File: src/rtl/pc_seq_unit.sv
// ---------------------------------------------------------------------------
// pc_seq_unit
//   Program-counter sequencer for the fetch datapath. Holds the PC and decodes
//   the next PC for sequential, conditional relative branch, absolute jump,
//   call and return operations. A small return-address stack backs CALL/RET.
//
// Ports
//   CLOCK      in   rising-edge clock
//   CLEAR      in   synchronous active-high reset (priority over stall/op)
//   stall      in   1 = hold PC, stack pointer, stack and error flags
//   op         in   3'b000 SEQ, 001 BR, 010 JMP, 011 CALL, 100 RET, others SEQ
//   cond       in   branch condition, used by BR only
//   offset     in   signed branch displacement (OW bits)
//   target     in   absolute target for JMP/CALL
//   pc         out  current PC (registered)
//   pc_next    out  combinational next PC from decode (ignores stall)
//   ret_top    out  top-of-stack entry, 0 when the stack is empty
//   stk_empty  out  stack holds no entries
//   stk_full   out  stack holds DEPTH entries
//   err_ovf    out  sticky: CALL attempted while full
//   err_unf    out  sticky: RET attempted while empty
// ---------------------------------------------------------------------------
module pc_seq_unit #(
  parameter int              AW       = 8,
  parameter int              OW       = 6,
  parameter int              STEP     = 2,
  parameter int              DEPTH    = 4,
  parameter logic [AW-1:0]   RESET_PC = '0
) (
  input  logic          CLOCK,
  input  logic          CLEAR,
  input  logic          stall,
  input  logic [2:0]    op,
  input  logic          cond,
  input  logic [OW-1:0] offset,
  input  logic [AW-1:0] target,
  output logic [AW-1:0] pc,
  output logic [AW-1:0] pc_next,
  output logic [AW-1:0] ret_top,
  output logic          stk_empty,
  output logic          stk_full,
  output logic          err_ovf,
  output logic          err_unf
);

  localparam int SPW = $clog2(DEPTH + 1);
  localparam logic [SPW-1:0] SP_FULL = SPW'(DEPTH);

  localparam logic [2:0] OP_SEQ  = 3'b000;
  localparam logic [2:0] OP_BR   = 3'b001;
  localparam logic [2:0] OP_JMP  = 3'b010;
  localparam logic [2:0] OP_CALL = 3'b011;
  localparam logic [2:0] OP_RET  = 3'b100;

  logic [AW-1:0]  pc_q, pc_d;
  logic [SPW-1:0] sp_q, sp_d;
  logic           err_ovf_q, err_ovf_d;
  logic           err_unf_q, err_unf_d;

  logic [AW-1:0]  seq;
  logic [AW-1:0]  off_ext;
  logic           push;
  logic           pop;
  logic           full;
  logic           empty;

  // Packed view of all stack entries, assembled from the per-entry registers.
  logic [DEPTH-1:0][AW-1:0] stk_all;

  assign full  = (sp_q == SP_FULL);
  assign empty = (sp_q == '0);

  // Sign-extend the displacement; sums below wrap modulo 2^AW.
  assign off_ext = AW'($signed(offset));
  assign seq     = pc_q + AW'(STEP);

  // Top-of-stack read: entry sp-1, or zero when empty.
  always_comb begin
    ret_top = '0;
    for (int i = 0; i < DEPTH; i++) begin
      if (sp_q == SPW'(i + 1)) begin
        ret_top = stk_all[i];
      end
    end
  end

  // Next-PC decode. Independent of stall so the fetch stage can look ahead.
  always_comb begin
    pc_next = seq;
    case (op)
      OP_BR:   pc_next = cond ? (seq + off_ext) : seq;
      OP_JMP:  pc_next = target;
      OP_CALL: pc_next = full  ? seq : target;
      OP_RET:  pc_next = empty ? seq : ret_top;
      default: pc_next = seq;
    endcase
  end

  // Stack and state updates happen only on an unstalled edge.
  always_comb begin
    push      = !stall && (op == OP_CALL) && !full;
    pop       = !stall && (op == OP_RET)  && !empty;
    pc_d      = stall ? pc_q : pc_next;
    sp_d      = sp_q;
    if (push) begin
      sp_d = sp_q + 1'b1;
    end else if (pop) begin
      sp_d = sp_q - 1'b1;
    end
    err_ovf_d = err_ovf_q | (!stall && (op == OP_CALL) && full);
    err_unf_d = err_unf_q | (!stall && (op == OP_RET)  && empty);
  end

  always_ff @(posedge CLOCK) begin
    if (CLEAR) begin
      pc_q      <= RESET_PC;
      sp_q      <= '0;
      err_ovf_q <= 1'b0;
      err_unf_q <= 1'b0;
    end else begin
      pc_q      <= pc_d;
      sp_q      <= sp_d;
      err_ovf_q <= err_ovf_d;
      err_unf_q <= err_unf_d;
    end
  end

  // One register per stack entry. Contents need no reset: sp gates every read.
  // CLEAR blocks the push so a CALL issued with CLEAR leaves no trace.
  for (genvar gi = 0; gi < DEPTH; gi++) begin : g_stk
    logic [AW-1:0] ent_q, ent_d;

    always_comb begin
      ent_d = ent_q;
      if (push && !CLEAR && (sp_q == SPW'(gi))) begin
        ent_d = seq;
      end
    end

    always_ff @(posedge CLOCK) begin
      ent_q <= ent_d;
    end

    assign stk_all[gi] = ent_q;
  end

  assign pc        = pc_q;
  assign stk_empty = empty;
  assign stk_full  = full;
  assign err_ovf   = err_ovf_q;
  assign err_unf   = err_unf_q;

endmodule

File: config.mk
export PLATFORM = sky130hd
export DESIGN_NAME = pc_seq_unit
export DESIGN_NICKNAME = d
export VERILOG_FILES = /design/src/rtl/pc_seq_unit.sv
export SDC_FILE = /design/constraint.sdc
export NUM_CORES = 1
export LEC_CHECK = 0
export ABC_AREA = 1
export CAP_MARGIN = 20
export CORE_ASPECT_RATIO = 1.25
export CORE_UTILIZATION = 45
export CTS_CLUSTER_DIAMETER = 40
export DETAILED_ROUTE_END_ITERATION = 12
export GPL_TIMING_DRIVEN = 0
export MAX_ROUTING_LAYER = met4
export PLACE_DENSITY = 0.8
export REMOVE_ABC_BUFFERS = 1
export SYNTH_ARGS = -nofsm -noshare
export SYNTH_HDL_FRONTEND = slang
export SYNTH_SLANG_ARGS = --single-unit
export TNS_END_PERCENT = 30
File: constraint.sdc
create_clock -name CLOCK -period 3 [get_ports CLOCK]
set_input_delay 0.6 -clock CLOCK [delete_from_list [all_inputs] [get_ports CLOCK]]
set_output_delay 0.6 -clock CLOCK [all_outputs]
set_load 0.02 [all_outputs]
==> results.toml, run 1 <==
[power_and_ir_drop]
ir_worst_vdd_uv = 288
power.internal_mw = 1.13
p_sw_uw = 479
sequentialPowerShare_pct = 43.4
power.share.switching_pct = 29.7
p_leak_nw = 1.66
powerDensity_nw_per_um2 = 441
clock_power_share_pct = 28.2
pwr-share-comb_pct = 28.4

[synthesis]
seq_area_frac_synth_pct = 46.0
largest_cells_by_area_after_synthesis = "edfxtp_1 (36%), nand2_1 (10%), dfxtp_1 (9.8%)"
netlist-cell-type-count = 38
asyncSetResetFlopFracSynth_pct = 0
synthMostInstantiatedCell = "nand2_1"
synthesis.area_um2 = 2660
netlist_instances = 320
synth_top_area_share_pct = 36.2
netlist.top_cell.by_area = "edfxtp_1"
edff_count_synth = 32
yosys_warnings = 0
ys_ff_latch = 45
synth.avg_cell_area_um2 = 8.30
synth_common_cells = "nand2_1 (73), inv_1 (39), nor2_1 (38), edfxtp_1 (32), nand3_1 (20)"
yosys_most_used_dff = "edfxtp_1"

[place]
port_buffers = 48
dp.cells = 425
final_replace_weighted_congestion = 0.828
post-place-ws_ns = -0.647
dpl.hpwl_um = 4600

[timing]
min_period_over_period_pct = 102
number_of_slew_limit_violations_in_the_final_report = 0
achievable-frequency_mhz = 325
slew_headroom_pct = 44.2
timing_worst_slew_pin_value_ns = 0.834
setup_slack_ns = -0.0738
fin_hold_ws_ns = 0.470
final.min_clock_period_ns = 3.07
report.final.hold_viol_count = 0
setup_repair_after_global_routing_missed_its_margin = "true"
setup_viol = 1
final.setup_skew_ns = 0.00821

[setup_path]
reg2reg_to = "g_stk[3].ent_q[6]"
crit_required_ns = 2.40
r2r_setup_slack_ns = 0.64
reg2reg_depth = 7
critical_path_arrival_ns = 2.47
start_kind = "flip-flop"
endpoint_kind = "output pin"
critPathMaxFanout = 4
reg2reg_from = "sp_q[0]"
crit_type = "reg2out"

[cts]
tritoncts = "yes"
h-tree-depth = 2
cts_sinks = 45
cts.reportedPaths.clkPinSlew_ns = 0.09
clock_latency_ns = 0.31
ctsHoldBuffers = 0
cts_buffer_depth = 2
numCtsBuffers = 5
clock_tree.root_cell = "clkbuf_8"

[floorplanning]
floorplan.die.width_um = 70.7
core_region_area_um2 = 5560
io_pins = 49
core.rowCount = 30
start_util_pct = 47.8
floorplan.die.height_um = 87.9
die_area_um2 = 6220

[finish]
layout-drive-gt1-share_pct = 28.7
antenna-diode-count = 0
post_layout_nonfiller_instances = 451
fin_nets = 422
layout-area-overhead-vs-synth_pct = 37.5

[routing]
wire_per_inst_um = 15.8
length_of_the_first_detailed_routing_pass_in_iterations = 5
vias_per_cell = 5.46
number_of_antenna_violating_nets_in_the_routed_design = 0
detailed_route_via_count = 2464
detail_route.iter0.violations = 147
totalWireLength_um = 7140
drc_errors = 0

[global_route]
via_count_of_the_first_global_routing_pass = 2257
overflow = 0
total_routing_resource_utilization_after_global_routing_pct = 23.1
grt_first_pass_wirelength_um = 10500
grt_start_max_net_pins = 20
antenna_found_initial = 0

[status]
run_status = "finished with violations"
failed_checks = "setup timing"

[job]
cap_viol_max_count = 0

[hold_path]
hp-class = "reg2reg"
whs_path_cells = 1
holdPathEnd = "err_ovf"
holdCritStartpoint = "err_ovf"
-- placed cells by master (no fill, tap or decap), drive strengths merged, types with 3 or more instances in the layout --
cell type,n
a31o,3
clkdlybuf4s50,28
ha,14
dlygate4sd2,4
a21oi,17
edfxtp,32
dlymetal6s2s,8
clkinvlp,4
o21ai,19
buf,22
dfxtp,13
nor2,40
nand2,79
inv,41
clkbuf,7
xor2,5
or2,9
nand3,22
-- cell families (layout without fill, tap and decap cells) --
group	after synthesis	after routing	synth area share [%]
buffers and inverters	50	117	7.63
adder cells (fa/ha/maj)	15	15	7.35
AO/OA/AOI/OAI	50	50	11.7
AND/OR/NAND/NOR	154	154	25.4
XOR/XNOR	6	6	1.98
flip-flops	45	45	46.0
-- worst max path at each step --
stage,slack (ns),endpoint,start,depth (start not counted)
final,-0.07,pc_next[7],pc[1],17
after global routing,-0.22,pc_next[7],pc[1],17
after CTS,-0.08,pc_next[7],pc[2],17
after detailed placement,-0.65,pc_next[6],offset[0],13
after global placement,-0.62,pc_next[6],offset[0],13
after floorplan,0.16,pc_next[7],pc[3],16
-- power groups by stage --
stage,Sequential [mW],Clock (mW),Combinational [mW]
global placement,0.712,0,0.356
global route,0.701,0.478,0.493
finish,0.699,0.454,0.457
detailed placement,0.712,0,0.363
CTS,0.698,0.450,0.394
floorplan,0.719,0,0.208
-- area by class of cell --
cell class	count	area (µm²)
flip-flops and latches	45	1230
clock buffers	5	68.8
clock inverters	3	41.3
multi-input cells	225	1450
fillers	414	1900
repair buffers	65	606
repair inverters	1	5.00
inverters	43	169
well taps	64	80.1
-- sequential cells by signal (all words and copies together) (netlist names) --
signal / cells
err_ovf: 1
err_unf: 1
g_stk.ent_q: 32
pc: 8
sp_q: 3
-- repair_timing --
action | CTS | global route
setup endpoints to repair | 14 | 14
setup buffers | 4 | 13
gates resized for setup | 69 | 38
pin swaps | 5 | 26
endpoints found under the hold margin | 0 | 0
gates cloned | 1 | 0
-- stage by stage --
step	cell area, µm²	setup TNS, ns	power [mW]	utilization [%]
finish	3650	-0.0738	1.61	65.7
global route	3650	-0.449	1.67	65.7
CTS	3440	-0.0761	1.54	62.0
detailed placement	3180	-5.85	1.08	57.2
global placement	3180	-5.32	1.07	57.2
floorplan	2620	0	0.928	-
-- metal layers --
layer / global-route usage (%) / routed length [µm]
met1: 24.7 / 2690
met2: 43.3 / 3920
met3: 3.91 / 395
met4: 7.45 / 135
met5: - / 0
-- worst max-delay path, stage by stage, from the launching register on --
cell and delay (ns):
dfxtp_4 0.39, nand3_2 0.10, nor2_1 0.14, nand2_1 0.10
xnor2_2 0.18, ha_4 0.32, nand2_4 0.06, nor2_2 0.11
nand3_2 0.12, nand2_1 0.08, nand2_1 0.07, nand3_1 0.10
nand2_1 0.07, nand3_2 0.06, nand2_2 0.05, nand2_2 0.07
inv_2 0.04, buf_6 0.12
Power figures use the tool's default switching activity.
==> run 2, diff against run 1 <==
--- a/config.mk
+++ b/config.mk
@@ -8,6 +8,7 @@
 export ABC_AREA = 1
 export CAP_MARGIN = 20
 export CORE_ASPECT_RATIO = 1.25
+export CORE_MARGIN = 5
 export CORE_UTILIZATION = 45
 export CTS_CLUSTER_DIAMETER = 40
 export DETAILED_ROUTE_END_ITERATION = 12
@@ -15,6 +16,7 @@
 export MAX_ROUTING_LAYER = met4
 export PLACE_DENSITY = 0.8
 export REMOVE_ABC_BUFFERS = 1
+export SETUP_SLACK_MARGIN = 0.1
 export SYNTH_ARGS = -nofsm -noshare
 export SYNTH_HDL_FRONTEND = slang
 export SYNTH_SLANG_ARGS = --single-unit
==> run 2 against run 1 <==
- the run still ends with setup timing left
- core utilization fell by 0.86 points
- sequential share of layout area is 0.81 points lower
- cell area rose by 2.7%
- non-clock buffer count up 8
- worst setup slack improved by 0.059 ns
- die area increased by 21%
- sequential cell count did not move
- critical path depth shrank 3
- clock skew decreased by 0.0043 ns
- fmax up 2.0%
- largest cell class unchanged
- highest routed layer unchanged
==> results.toml, run 2 (synthesis results as in run 1) <==
[status]
run_status = "finished with violations"
failed_checks = "setup timing"

[timing]
number_of_slew_limit_violations_in_the_final_report = 0
final.setup_skew_ns = 0.00387
report.final.hold_viol_count = 0
achievable-frequency_mhz = 332
slew_headroom_pct = 64.1
timing_worst_slew_pin_value_ns = 0.537
min_period_over_period_pct = 100
final.min_clock_period_ns = 3.01
setup_slack_ns = -0.0149
fin_hold_ws_ns = 0.494
setup_repair_after_global_routing_missed_its_margin = "true"
setup_viol = 1

[routing]
wire_per_inst_um = 16.6
vias_per_cell = 5.55
detail_route.iter0.violations = 172
totalWireLength_um = 7620
number_of_antenna_violating_nets_in_the_routed_design = 0
detailed_route_via_count = 2555
drc_errors = 0
length_of_the_first_detailed_routing_pass_in_iterations = 5

[place]
dpl.hpwl_um = 4870
port_buffers = 48
final_replace_weighted_congestion = 0.917
post-place-ws_ns = -0.641
dpl_cell_area_um2 = 3180
dp.cells = 427

[floorplanning]
core.rowCount = 31
die_area_um2 = 7550
floorplan.die.height_um = 95.9
io_pins = 49
core_region_area_um2 = 5780
start_util_pct = 46.0
floorplan.die.width_um = 78.7

[cts]
numCtsBuffers = 5
cts_sinks = 45
clock_tree.root_cell = "clkbuf_8"
h-tree-depth = 2
cts.reportedPaths.clkPinSlew_ns = 0.08
cts_buffer_depth = 2
tritoncts = "yes"
clock_latency_ns = 0.29

[finish]
largest-register = "g_stk.ent_q"
finalInstanceArea_um2 = 3750
max_reg_flops = 32
final_common_cell = "nand2_1"
post_layout_nonfiller_instances = 460
commonest_cells_after_routing_fill_and_taps_aside = "nand2_1 (64), edfxtp_1 (32), inv_1 (30), nor2_1 (29), clkdlybuf4s50_1 (26)"
fin_nets = 429
layout-drive-gt1-share_pct = 31.5
layout-area-overhead-vs-synth_pct = 41.2
antenna-diode-count = 0
finalCoreUtilization_pct = 64.9

[global_route]
via_count_of_the_first_global_routing_pass = 2401
grt_start_max_net_pins = 20
grt_first_pass_wirelength_um = 10900
overflow = 0
antenna_found_initial = 0
total_routing_resource_utilization_after_global_routing_pct = 19.5

[setup_path]
critPathMaxFanout = 5
start_kind = "flip-flop"
critical_path_arrival_ns = 2.41
crit_required_ns = 2.40
reg2reg_depth = 20
endpoint_kind = "output pin"
crit_type = "reg2out"

[power_and_ir_drop]
ir_worst_vdd_uv = 237
p_leak_nw = 1.64
powerDensity_nw_per_um2 = 409

[job]
cap_viol_max_count = 0

[hold_path]
hp-class = "reg2reg"
whs_path_cells = 2
## run 2: cell count changes in the layout (fill, tap and decap cells not counted), sizes merged
cell,before,now
clkdlybuf4s50,28,26
clkinvlp,4,2
dlygate4sd2,4,10
clkbuf,7,8
dlymetal6s2s,8,3
buf,22,33
clkdlybuf4s15,1,0
bufinv,1,0
## run 2: worst paths after layout
kind         slack (ns)    start          to
max               -0.01    pc[2]  pc_next[6]
min reg2reg        0.49  err_unf     err_unf
min                0.49  err_unf     err_unf
max reg2reg        0.08    pc[2]       pc[6]
## run 2: metrics by stage
step	power [mW]	setup TNS, ns
2_1_floorplan	0.928	0
4_1_cts	1.46	-0.0550
3_3_place_gp	1.07	-4.68
5_1_grt	1.60	-0.233
6_report	1.53	-0.0149
3_5_place_dp	1.08	-5.16
## run 2: cell type report
type                       instances  area, µm²
clock inverter                     1       3.75
clock buffer                       7       76.3
fill                             415       2030
timing repair buffer              73        684
sequential                        45       1240
multi-input combinational        225       1500
inverter                          43        169
tap                               66       82.6
## run 2: timing repair
| action | in CTS | in global routing |
|---|---|---|
| resized for setup | 92 | 44 |
| pin swaps | 12 | 22 |
| buffers inserted | 14 | 11 |
| hold buffers | 0 | 0 |
| endpoints found under the setup margin | 16 | 29 |
## run 2: critical path, stage by stage, from the launching register on
cell and delay, ns:
dfxtp_4 0.37, ha_4 0.18, buf_6 0.12, xor2_4 0.17, ha_4 0.32, nand3_2 0.07, nand2_2 0.09, inv_2 0.04
o21ai_2 0.16, nand2_1 0.08, nand2_1 0.07, o21ai_1 0.08, nor2_1 0.15, inv_1 0.08, buf_6 0.13
## run 2: power breakdown
group | internal (mW) | switching, mW | total (mW)
clock | 0.162 | 0.187 | 0.349
sequential | 0.682 | 0.0182 | 0.701
combinational | 0.217 | 0.269 | 0.485
## run 2: per-layer routing
metal	up-vias	routed length, µm	track usage [%]
li1	1202	-	-
met1	1189	2750	19.4
met2	132	4110	36.5
met3	32	493	3.00
met4	0	272	10.5
met5	-	0	-
